--- src/rtl/dpram_fifo_ctrl.sv ---
// dpram_fifo_ctrl -- FIFO controller wrapped around an external simple
// dual-port RAM (port A write, port B read with a one-cycle data latency),
// with a 2-entry output buffer so the read side sustains 1 word/cycle.
//
// Ports
//   clk, rst_n              single rising-edge clock, async active-low reset
//   s_valid/s_ready/s_data  write-side handshake
//   m_valid/m_ready/m_data  read-side handshake, m_data registered
//   ram_ena/wea/addra/dia   RAM port-A write controls
//   ram_enb/addrb, ram_dob  RAM port-B read controls and returned data
//   level                   (only with DPRAM_FIFO_CTRL_LEVEL_EN) registered
//                           count of words held: RAM + in flight + buffered
//
// Build option: define DPRAM_FIFO_CTRL_LEVEL_EN to add the level port.
module dpram_fifo_ctrl #(
  parameter int DATA_W = 16,
  parameter int ADDR_W = 6
) (
  input  logic              clk,
  input  logic              rst_n,
  input  logic              s_valid,
  output logic              s_ready,
  input  logic [DATA_W-1:0] s_data,
  output logic              m_valid,
  input  logic              m_ready,
  output logic [DATA_W-1:0] m_data,
`ifdef DPRAM_FIFO_CTRL_LEVEL_EN
  output logic [ADDR_W+1:0] level,
`endif
  output logic              ram_ena,
  output logic              ram_wea,
  output logic [ADDR_W-1:0] ram_addra,
  output logic [DATA_W-1:0] ram_dia,
  output logic              ram_enb,
  output logic [ADDR_W-1:0] ram_addrb,
  input  logic [DATA_W-1:0] ram_dob
);

  localparam int DEPTH = 1 << ADDR_W;
  localparam int PW    = ADDR_W + 1;

  logic [PW-1:0]                wptr_q, wptr_d, rptr_q, rptr_d, occ;
  logic [1:0]                   buf_cnt_q, buf_cnt_d;
  logic [1:0][DATA_W-1:0]       buf_q, buf_d;
  logic                         inflight_q, inflight_d;
  logic                         acc, pop, issue;
  logic [2:0]                   in_use;

  // Pointers carry an extra wrap bit so full (DEPTH) and empty (0) differ.
  assign occ     = wptr_q - rptr_q;
  // rst_n gating keeps s_ready low while reset is held (registers read empty).
  assign s_ready = rst_n && (occ != PW'(DEPTH));
  assign acc     = s_valid && s_ready;
  assign m_valid = (buf_cnt_q != 2'd0);
  assign m_data  = buf_q[0];
  assign pop     = m_valid && m_ready;

  // Issue only if the word will have a buffer slot when it lands; occupancy
  // comes from registered pointers so a word is never read in its write cycle.
  assign in_use  = 3'(buf_cnt_q) + 3'(inflight_q);
  assign issue   = (occ != '0) && ((in_use - 3'(pop)) < 3'd2);

  assign ram_ena   = acc;
  assign ram_wea   = acc;
  assign ram_addra = wptr_q[ADDR_W-1:0];
  assign ram_dia   = s_data;
  assign ram_enb   = issue;
  assign ram_addrb = rptr_q[ADDR_W-1:0];

  always_comb begin
    wptr_d     = wptr_q + PW'(acc);
    rptr_d     = rptr_q + PW'(issue);
    inflight_d = issue;
    buf_d      = buf_q;
    buf_cnt_d  = buf_cnt_q;
    // Pop shifts first, then the returning RAM word lands in the next free slot.
    if (pop) begin
      buf_d[0]  = buf_q[1];
      buf_cnt_d = buf_cnt_q - 2'd1;
    end
    if (inflight_q) begin
      buf_d[buf_cnt_d[0]] = ram_dob;
      buf_cnt_d           = buf_cnt_d + 2'd1;
    end
  end

  always_ff @(posedge clk or negedge rst_n) begin
    if (!rst_n) begin
      wptr_q     <= '0;
      rptr_q     <= '0;
      buf_cnt_q  <= '0;
      buf_q      <= '0;
      inflight_q <= 1'b0;
    end else begin
      wptr_q     <= wptr_d;
      rptr_q     <= rptr_d;
      buf_cnt_q  <= buf_cnt_d;
      buf_q      <= buf_d;
      inflight_q <= inflight_d;
    end
  end

`ifdef DPRAM_FIFO_CTRL_LEVEL_EN
  localparam int LW = ADDR_W + 2;
  logic [LW-1:0] level_q, level_d;

  // Computed from next-state values so level tracks the words held right now.
  always_comb begin
    level_d = LW'(wptr_d - rptr_d) + LW'(inflight_d) + LW'(buf_cnt_d);
  end

  always_ff @(posedge clk or negedge rst_n) begin
    if (!rst_n) level_q <= '0;
    else        level_q <= level_d;
  end

  assign level = level_q;
`endif

endmodule

--- config.mk ---
export PLATFORM = sky130hd
export DESIGN_NAME = dpram_fifo_ctrl
export DESIGN_NICKNAME = d
export VERILOG_FILES = /design/src/rtl/dpram_fifo_ctrl.sv
export SDC_FILE = /design/constraint.sdc
export NUM_CORES = 1
export LEC_CHECK = 0
export ABC_CLOCK_PERIOD_IN_PS = 3900
export CORE_MARGIN = 4
export CORE_UTILIZATION = 40
export DETAILED_ROUTE_END_ITERATION = 8
export DONT_BUFFER_PORTS = 1
export PLACE_DENSITY_LB_ADDON = 0.08
export SLEW_MARGIN = 20
export SYNTH_ARGS = -nofsm -noshare
export SYNTH_HDL_FRONTEND = slang
export SYNTH_SLANG_ARGS = --single-unit
--- constraint.sdc ---
create_clock -name clk -period 3.9 [get_ports clk]
set_clock_uncertainty 0.05 [all_clocks]
set_input_delay 0.78 -clock clk [delete_from_list [all_inputs] [get_ports clk]]
set_output_delay 0.78 -clock clk [all_outputs]
set_load 0.05 [all_outputs]
Word-level counts from Yosys, hierarchy flattened
Cells that the tools add are included.
{ "word_totals": {"register_bits": 49, "inputBits": 36, "out_inout_bits": 49, "word_cells": 31} }
{ "op_classes": {"addsub": 7, "order_cmp": 3, "eq_ne": 1, "mux": 7, "reduce_logical": 7} }
{ "ops": {"columns": ["cell", "n"], "rows": [
  ["16-bit two-way mux", 3],
  ["32-bit bitwise mux", 1],
  ["16-bit demux with 1-bit select", 1],
  ["7-bit by 1-bit adder with 7-bit output", 2],
  ["7-bit != test, second input constant", 1],
  ["7-bit nonzero test", 1],
  ["7-bit subtractor", 1],
  ["1-bit logical AND", 5],
  ["2-bit two-way mux", 2],
  ["2-bit by 1-bit adder with 3-bit output", 1],
  ["3-bit by 2-bit less-than comparator with 1-bit output, second input constant", 1],
  ["3-bit by 1-bit subtractor with 3-bit output", 1],
  ["2-bit by 1-bit adder with 2-bit output, second input constant", 1],
  ["1-bit by 2-bit less-than comparator with 1-bit output, second input constant", 1],
  ["2-bit nonzero test", 1],
  ["2-bit by 1-bit subtractor with 2-bit output, second input constant", 1],
  ["1-bit >= comparator, second input constant", 1]
]} }

Logic depth before layout (Yosys ltp)
Gate-level depths: netlist of the first run.
{ "logic_depth": {"word_depth": 9, "depth_mapped": 14, "depth_no_buf": 12} }

Least setup slack after synthesis of the first run
No wires, ideal clock.
{ "synth_timing": {"path_type": "input-to-reg", "start": "in m_ready", "end": "reg rptr_q[6]", "setup_ps": 124, "arrival_ps": 4218, "t_required_ps": 3726, "setup_slack_ps": -492, "stages": 12, "path_buffers": 2, "path_cell_list": "nor2b_2 -> buf_6 -> buf_2 -> ha_1 -> nor2_1 -> fa_1 -> xnor2_1 -> a311oi_1 -> ha_1 -> ha_1 -> nand3_1 -> xnor2_1"} }
{ "synth_via": {"elab_chain_len": 5} }
{ "synth_rtl": {"columns": ["item", "line_no", "source"], "rows": [
  ["from (decl)", "25", "input logic m_ready,"],
  ["1-bit logical AND", "56", "assign pop = m_valid && m_ready;"],
  ["3-bit by 1-bit subtractor with 3-bit output", "61", "assign issue = (occ != '0) && ((in_use - 3'(pop)) < 3'd2);"],
  ["3-bit by 2-bit less-than comparator with 1-bit output", "61", null],
  ["1-bit logical AND", "61", null],
  ["named net ram_enb", "34", "output logic ram_enb,"],
  ["7-bit by 1-bit adder with 7-bit output", "72", "rptr_d = rptr_q + PW'(issue);"],
  ["named net rptr_d[6]", "42", "logic [PW-1:0] wptr_q, wptr_d, rptr_q, rptr_d, occ;"],
  ["to (signal assigned)", "96", "rptr_q <= rptr_d;"],
  ["to (decl)", "42", null]
]} }
The timed path passes the listed nets, and every way through them passes these cells.
A chain may end at the register's enable or synchronous reset.

Worst setup path after layout of the first run
{ "layout_timing": {"start": "reg wptr_q[4]", "end": "out ram_ena"} }
{ "layout_via": {"elab_chain_len": 4} }
{ "layout_rtl": {"columns": ["item", "line_no", "source"], "rows": [
  ["from (decl)", "42", null],
  ["from (signal assigned)", "95", "wptr_q <= wptr_d;"],
  ["7-bit subtractor", "50", "assign occ = wptr_q - rptr_q;"],
  ["7-bit != test", "52", "assign s_ready = rst_n && (occ != PW'(DEPTH));"],
  ["1-bit logical AND", "52", null],
  ["1-bit logical AND", "53", "assign acc = s_valid && s_ready;"],
  ["to (decl)", "30", "output logic ram_ena,"]
]} }
Every way passes these cells.

==> out/metrics.cfg, run 1 <==
[status]
status=complete, no violations

[critical_path]
cp-end-kind=primary output
start_kind=flip-flop
crit_required_ns=3.07
arrival_ns=2.68
cp_max_fo=5
path_class=reg2out

[synthesis]
synth-seq-area-share_pct=42.3
ys_ff_latch=49
synth_cells=253
yosys.area.top_type_share_pct=42.3
syn-cell-area_um2=2900
syn_area_per_cell_um2=11.5
yosysTopAreaCell=dfrtp_1
yosysWarningCount=0
synthTopCellsByArea=dfrtp_1 (42%), buf_4 (12%), mux2_2 (6.2%), a21oi_4 (5.6%), ha_1 (5.6%)
syn_nets=303
yosysUniqueCellTypes=40

[timing]
tns_ns=0
finalHoldViolCount=0
slew_violations=0
finalCritPeriodShare_pct=89.9
tightest_slew_ns=0.598
fmax_mhz=285
period_needed_ns=3.51
maxSlewHeadroom_pct=60.1
rsz0062_at_grt=false
setup_viol=0

[floorplanning]
io_pins=85
die_w_um=93.1
dieArea_um2=8670
start_util_pct=42.0
coreArea_um2=6910
fp-row-count=30
die_h_um=93.1

[grt]
grt_usage_pct=13.6
grt-ovfl-total=0
grt_pass1_vias=1791
antenna_found_initial=0
grt_max_degree=52
grt_pass1_wl_um=9200

[placement]
postPlaceCellArea_um2=2740
place.gp.congestion=0.824
io_buffer_count=0
dpl.hpwl_um=4030

[finish]
n_antenna_cell=0
finalNetCount=270
layout_commonest_cell=dfrtp_1
final_cell_mix=dfrtp_1 (49), nor3_1 (18), mux2i_1 (16), mux2_2 (16), buf_4 (14)
drive_above_1_share_pct=24.9
syn_to_final_growth_pct=-2.55
final_cell_area_um2=2820

[cts]
root_buffer=clkbuf_8
cts_made_buffers=5
cts-resized-gates=0
clockBufferDepth=2
cts_max_level=2
clk_pin_slew_worst_paths_ns=0.09
cts_setup_buffers=0
clock_sinks=49
clk_latency_ns=0.30
cts_tree=done
cts-hold-fix-buffers=0

[route]
drc_errors=0
antenna_left=0
drt_iter0_drc=42
via_per_inst=5.21
routedWlPerCell_um=17.6
firstDrtPassIters=4
via_count=1653
totalWireLength_um=5570

[job]
cap_violations=0

[worst_hold_path]
min_path_type=in2async

==> cells by family (layout without fill, tap and decap cells) <==
group / Yosys count / count (layout) / share of synthesized area, %
adder cells (fa/ha/maj): 14 / 14 / 6.30
buffers and inverters: 66 / 34 / 15.6
multiplexers: 32 / 32 / 11.7
flip-flops: 49 / 49 / 42.3
XOR/XNOR: 15 / 15 / 5.18
AND/OR/NAND/NOR: 46 / 46 / 8.25
AO/OA/AOI/OAI: 31 / 31 / 10.6
==> metal layers <==
metal,share of wire (%),vias to the layer above,global-route usage [%]
li1,-,767,-
met1,40,823,15.8
met2,51,50,23.2
met3,7.6,13,4.18
met4,1.5,0,5.49
met5,0,-,0
==> layout make-up <==
type / instances / area (µm²)
fillers: 673 / 4080
multi-input cells: 138 / 1240
flip-flops and latches: 49 / 1230
well taps: 96 / 120
repair buffers: 14 / 105
clock buffers: 6 / 72.6
inverters: 12 / 45.0
clock inverters: 2 / 10.0
==> state kept, by name, indices dropped and copies added, names as in the netlist <==
signal      flops
buf_cnt_q       2
m_data         16
buf_q          16
inflight_q      1
rptr_q          7
wptr_q          7
==> final timing paths <==
kind                                       start                endpoint  slack, ns  cells after the start
setup / recovery             wptr_q[4]$_DFF_PN0_                 ram_ena       0.39                      6
hold / removal                             rst_n  buf_cnt_q[0]$_DFF_PN0_       0.11                      0
setup reg to reg             wptr_q[4]$_DFF_PN0_     rptr_q[6]$_DFF_PN0_       0.72                     10
hold reg to reg            buf_q[19]$_DFFE_PN0P_   buf_q[19]$_DFFE_PN0P_       0.46                      1
max in group asynchronous                  rst_n     rptr_q[3]$_DFF_PN0_       3.58                      0
min in group clk           buf_q[19]$_DFFE_PN0P_   buf_q[19]$_DFFE_PN0P_       0.46                      1
==> metrics by stage <==
stage               setup slack, ns  instances  utilization [%]  hold slack (ns)
floorplan                    0.0826        253                -            0.418
global placement              0.773        309             39.7            0.436
detailed placement            0.691        309             39.7            0.436
CTS                           0.343        317             40.9            0.101
global route                  0.207        317             40.9           0.0925
finish                        0.393        317             40.9            0.114
==> synthesized netlist by cell type <==
cell and n:
a311oi_1 1, mux2_2 16, buf_2 4, buf_4 45, clkbuf_1 1, buf_6 2
xnor2_4 1, nor2_1 3, buf_1 1, xnor2_1 10, and2_1 1, o21ai_0 1
o22ai_1 1, xor2_1 4, and3_1 2, ha_1 13, a31o_2 1, nand2_1 5
nor3_1 18, buf_12 1, a31oi_1 3, fa_1 1, o2111ai_1 2, or2_1 1
a21oi_1 8, dfrtp_1 49, a22oi_1 1, a21oi_4 10, nand2b_1 2, mux2i_1 16
nor2b_2 1, nor2b_1 2, a2111oi_2 1, a31o_1 1, inv_2 2, nand4_1 2
a21o_1 1, nand3_1 8, inv_1 10, nand3b_1 1
==> critical path, cell delays in order (launching register included) <==
cell       delay [ns]
dfrtp_1          0.60
ha_1             0.46
nand2b_1         0.13
o2111ai_1        0.13
a2111oi_2        0.62
a31oi_4          0.19
buf_4            0.24
Power of run 1 is left out: the tool's default activity adds up to more than one toggle a clock period on the data nets, which glitch-free logic cannot reach.
==> inputs of run 2 (changes only) <==
CTS_BUF_LIST = sky130_fd_sc_hd__clkbuf_8   (was unset)
CTS_CLUSTER_DIAMETER = 60   (was unset)
REMOVE_ABC_BUFFERS = 1   (was unset)
==> run 2 against run 1 <==
Against the previous run: sequential share of layout area shrank 0.058 points; critical path depth unchanged; register-to-register slack got worse by 0.04 ns; final cell count is 0.32% lower; worst hold slack got worse by 0.014 ns; non-clock buffer count shrank 1; wire length is 3.3% higher; cell area increased by 0.13%; worst setup slack improved by 0.069 ns; critical endpoint is now ram_enb.
==> out/metrics.cfg, run 2 (synthesized netlist as in run 1, its figures left out) <==
[critical_path]
slowest_stage=dfrtp_1
start_kind=flip-flop
critical_path_buf_inv_count=1  ; unchanged
critPathTopFamily=compound AO/OA/AOI/OAI gates
crit_required_ns=3.07  ; about the same
crit_chain=ha_1, nand2b_1, o2111ai_1, a2111oi_2, a311oi_2, buf_4
path_class=reg2out
cp-end-kind=primary output
arrival_ns=2.61  ; -0.07 ns
cp_max_fo=5  ; unchanged
max_stage_delay_ns=0.61  ; about the same

[route]
via_per_inst=5.18  ; -0.59%
firstDrtPassIters=4  ; unchanged
totalWireLength_um=5750  ; +3.3%
antenna_left=0  ; unchanged
via_count=1638  ; -0.91%
routedWlPerCell_um=18.2  ; +3.6%
drt_iter0_drc=52  ; +24%
drc_errors=0  ; unchanged

[timing]
rsz0062_at_grt=false
tightest_slew_ns=0.685  ; +0.0866 ns
finalHoldViolCount=0  ; unchanged
fmax_mhz=291  ; +2.0%
finalCritPeriodShare_pct=88.2  ; -1.8 points
setup_viol=0  ; unchanged
period_needed_ns=3.44  ; -0.0691 ns
maxSlewHeadroom_pct=54.3  ; -5.8 points
tns_ns=0  ; unchanged
slew_violations=0  ; unchanged

[finish]
fillers=664  ; -1.3%
n_antenna_cell=0  ; unchanged
layout_commonest_cell=dfrtp_1
syn_to_final_growth_pct=-2.42
final_cell_mix=dfrtp_1 (49), nor3_1 (18), mux2i_1 (16), mux2_2 (16), ha_1 (13)
drive_above_1_share_pct=25.0  ; +0.11 points
finalNetCount=269  ; -0.37%
multiInputGateArea_um2=1230  ; -1.1%
ff_latch_area_um2=1230  ; unchanged

[placement]
io_buffer_count=0  ; unchanged
dpl.hpwl_um=4140  ; +2.6%
place.gp.congestion=0.717  ; -13%

[cts]
clockBufferDepth=2  ; unchanged
root_buffer=clkbuf_8
clk_latency_ns=0.30  ; about the same
clk_pin_slew_worst_paths_ns=0.10  ; about the same
cts_max_level=2  ; unchanged
cts-resized-gates=0  ; unchanged
cts_tree=done
cts-hold-fix-buffers=0  ; unchanged
cts_made_buffers=5  ; unchanged
cts_setup_buffers=0  ; unchanged
clock_sinks=49  ; unchanged

[job]
cap_violations=0  ; unchanged

[floorplanning]
dieArea_um2=8670  ; unchanged
die_h_um=93.1  ; unchanged
io_pins=85  ; unchanged
start_util_pct=42.0  ; unchanged
fp-row-count=30  ; unchanged
die_w_um=93.1  ; unchanged
coreArea_um2=6910  ; unchanged

[worst_hold_path]
min_path_type=in2async

[grt]
grt_usage_pct=13.9  ; +0.36 points
grt_max_degree=52  ; unchanged
grt_pass1_vias=1787  ; -0.22%
antenna_found_initial=0  ; unchanged
grt_pass1_wl_um=9410  ; +2.2%
grt-ovfl-total=0  ; unchanged

[status]
status=complete, no violations

-- run 2: final timing paths --
path                                    endpoint  cells after the start                  start  slack [ns]
max                                      ram_enb                      6    wptr_q[4]$_DFF_PN0_        0.46
min reg2reg                buf_q[25]$_DFFE_PN0P_                      1  buf_q[25]$_DFFE_PN0P_        0.46
max reg2reg                  wptr_q[6]$_DFF_PN0_                     10    wptr_q[4]$_DFF_PN0_        0.68
min in group clk           buf_q[25]$_DFFE_PN0P_                      1  buf_q[25]$_DFFE_PN0P_        0.46
min                        buf_q[21]$_DFFE_PN0P_                      0                  rst_n        0.10
max in group asynchronous    wptr_q[3]$_DFF_PN0_                      0                  rst_n        3.61
-- run 2: metrics by stage --
step           worst slack (ns)  util, %  hold slack [ns]  instances  area (µm²)
2_1_floorplan             -1.05        -            0.430        199        2490
3_3_place_gp              0.705     39.6            0.436        308        2730
3_5_place_dp              0.684     39.6            0.436        308        2730
4_1_cts                   0.431     40.9           0.0891        316        2830
5_1_grt                   0.254     40.9           0.0690        316        2830
6_report                  0.462     40.9            0.100        316        2830
-- run 2: area by class of cell --
cell class                      count  share of cell area [%]
Clock buffer                        5                    2.43
Clock inverter                      3                   0.929
Sequential cell                    49                    43.4
Inverter                           12                    1.59
Tap cell                           96                    4.25
Multi-Input combinational cell    138                    43.5
Timing Repair Buffer               13                    3.89
-- run 2: worst register-to-register path: stages (launching register included) --
cell and delay, ns:
dfrtp_1 0.61, ha_1 0.46, nand2b_1 0.12, o2111ai_1 0.12, a2111oi_2 0.54, a31oi_2 0.14, buf_4 0.26, ha_1 0.29
ha_1 0.23, and3_1 0.16, xor2_1 0.13
-- run 2: per-layer routing --
layer,wire length (µm),vias to the layer above,global-route usage [%]
met5,0,-,0
met4,57,0,4.15
met3,545,6,7.00
met2,2670,64,21.2
met1,2470,808,17.3
li1,-,760,-
Power of run 2 is left out for the same reason.
==> inputs of run 3 (changes only) <==
CORE_ASPECT_RATIO = 0.9   (was unset)
CORE_UTILIZATION = 36   (was 40)
==> run 3 against run 2 <==
Against the previous run: global-route usage down 0.23 points; register-to-register slack got worse by 0.19 ns; via count up 3.1%; cell area increased by 1.9%; clock-buffer cell count is 1 higher; first-iteration DRC count is 7.7% higher; final cell count increased by 1.6%; non-clock buffer count increased by 5; die area is 10% higher; wire length rose by 7.2%; sequential share of layout area decreased by 0.83 points; flip-flop and latch count stayed put; critical path type unchanged.
==> out/metrics.cfg, run 3 (synthesized netlist as in run 1, its figures left out) <==
[cts]
clockBufferDepth=2  ; unchanged
clock_sinks=49  ; unchanged
clk_latency_ns=0.30  ; about the same
cts_made_buffers=5  ; unchanged
root_buffer=clkbuf_8
cts_tree=done
cts-hold-fix-buffers=0  ; unchanged
cts_setup_buffers=0  ; unchanged
cts_max_level=2  ; unchanged
cts-resized-gates=0  ; unchanged
clk_pin_slew_worst_paths_ns=0.09  ; about the same

[status]
status=complete, no violations

[timing]
worst_slack_ns=0.353  ; -0.109 ns
setup_viol=0  ; unchanged
finalCritPeriodShare_pct=90.9  ; +2.8 points
period_needed_ns=3.55  ; +0.109 ns
whs_ns=0.117  ; +0.0173 ns
maxSlewHeadroom_pct=48.3  ; -6.1 points
rsz0062_at_grt=false
tightest_slew_ns=0.776  ; +0.0908 ns
finalHoldViolCount=0  ; unchanged
slew_violations=0  ; unchanged
fmax_mhz=282  ; -3.1%
tns_ns=0  ; unchanged

[floorplanning]
dieArea_um2=9550  ; +10%
fp-row-count=30  ; unchanged
coreArea_um2=7690  ; +11%
io_pins=85  ; unchanged
die_h_um=93.1  ; unchanged
start_util_pct=37.7  ; -4.3 points
die_w_um=103  ; +10%

[route]
via_count=1688  ; +3.1%
via_per_inst=5.26  ; +1.4%
antenna_left=0  ; unchanged
drc_errors=0  ; unchanged
firstDrtPassIters=4  ; unchanged
totalWireLength_um=6160  ; +7.2%
drt_iter0_drc=56  ; +7.7%
routedWlPerCell_um=19.2  ; +5.6%

[placement]
io_buffer_count=0  ; unchanged
dpl.hpwl_um=4590  ; +11%
pre_cts_ws_ns=0.116  ; -0.568 ns
place.gp.congestion=0.863  ; +20%

[critical_path]
cp-end-kind=primary output
worstReg2RegEnd=rptr_q[4]$_DFF_PN0_
reg2reg_depth=12  ; +2
path_class=reg2out
worstReg2RegStart=buf_cnt_q[0]$_DFF_PN0_
arrival_ns=2.72  ; +0.11 ns
crit_required_ns=3.07  ; about the same
ff2ff_setup_slack_ns=0.49  ; -0.19 ns
cp_max_fo=6  ; +1
start_kind=flip-flop

[finish]
drive_above_1_share_pct=26.7  ; +1.7 points
finalNetCount=274  ; +1.9%
final_cell_mix=dfrtp_1 (49), nor3_1 (18), buf_4 (17), mux2i_1 (16), mux2_2 (16)
layout_commonest_cell=dfrtp_1
syn_to_final_growth_pct=-0.518
n_antenna_cell=0  ; unchanged
fillers=747  ; +13%

[job]
cap_violations=0  ; unchanged

[grt]
grt_max_degree=52  ; unchanged
grt_pass1_vias=1864  ; +4.3%
grt_pass1_wl_um=10000  ; +6.2%
grt-ovfl-total=0  ; unchanged
antenna_found_initial=0  ; unchanged
grt_usage_pct=13.7  ; -0.23 points

[worst_hold_path]
min_path_type=in2async

[run 3: metrics by stage]
| step | instances | area, µm² | utilization [%] |
|---|---|---|---|
| floorplan | 199 | 2490 | - |
| global placement | 313 | 2780 | 36.1 |
| detailed placement | 313 | 2780 | 36.1 |
| CTS | 321 | 2870 | 37.3 |
| global route | 321 | 2880 | 37.5 |
| finish | 321 | 2880 | 37.5 |
[run 3: cell type report]
cell class / instances / area [µm²] / area share, %
clock buffers: 6 / 82.6 / 2.86
flip-flops and latches: 49 / 1230 / 42.5
inverters: 12 / 45.0 / 1.56
well taps: 96 / 120 / 4.17
multi-input cells: 138 / 1250 / 43.3
clock inverters: 2 / 13.8 / 0.477
repair buffers: 18 / 148 / 5.12
[run 3: critical path, stage by stage (launching register included)]
cell and delay [ns]:
dfrtp_1 0.40, inv_2 0.15, ha_1 0.23, nor2b_4 0.05, ha_1 0.27, nor2_1 0.06
fa_1 0.38, xnor2_1 0.17, a311oi_4 0.71
[run 3: metal layers]
metal,wire length [µm],up-vias,part of all wire (%),global-route usage [%]
met3,625,6,10,6.71
met2,2990,63,49,21.5
met5,0,-,0,0
li1,-,769,-,-
met1,2500,850,40,16.8
met4,51,0,0.83,3.50
[run 3: how the worst max path moves through the flow]
stage / from / endpoint / slack, ns / depth (start not counted)
after floorplan: m_ready / rptr_q[4]$_DFF_PN0_ / -1.05 / 9
after global placement: m_ready / rptr_q[6]$_DFF_PN0_ / 0.26 / 10
after detailed placement: m_ready / rptr_q[4]$_DFF_PN0_ / 0.12 / 10
after CTS: buf_cnt_q[0]$_DFF_PN0_ / ram_enb / 0.06 / 8
after global routing: wptr_q[0]$_DFF_PN0_ / ram_wea / 0.19 / 7
final: buf_cnt_q[0]$_DFF_PN0_ / ram_enb / 0.35 / 8
Power of run 3 is left out for the same reason.
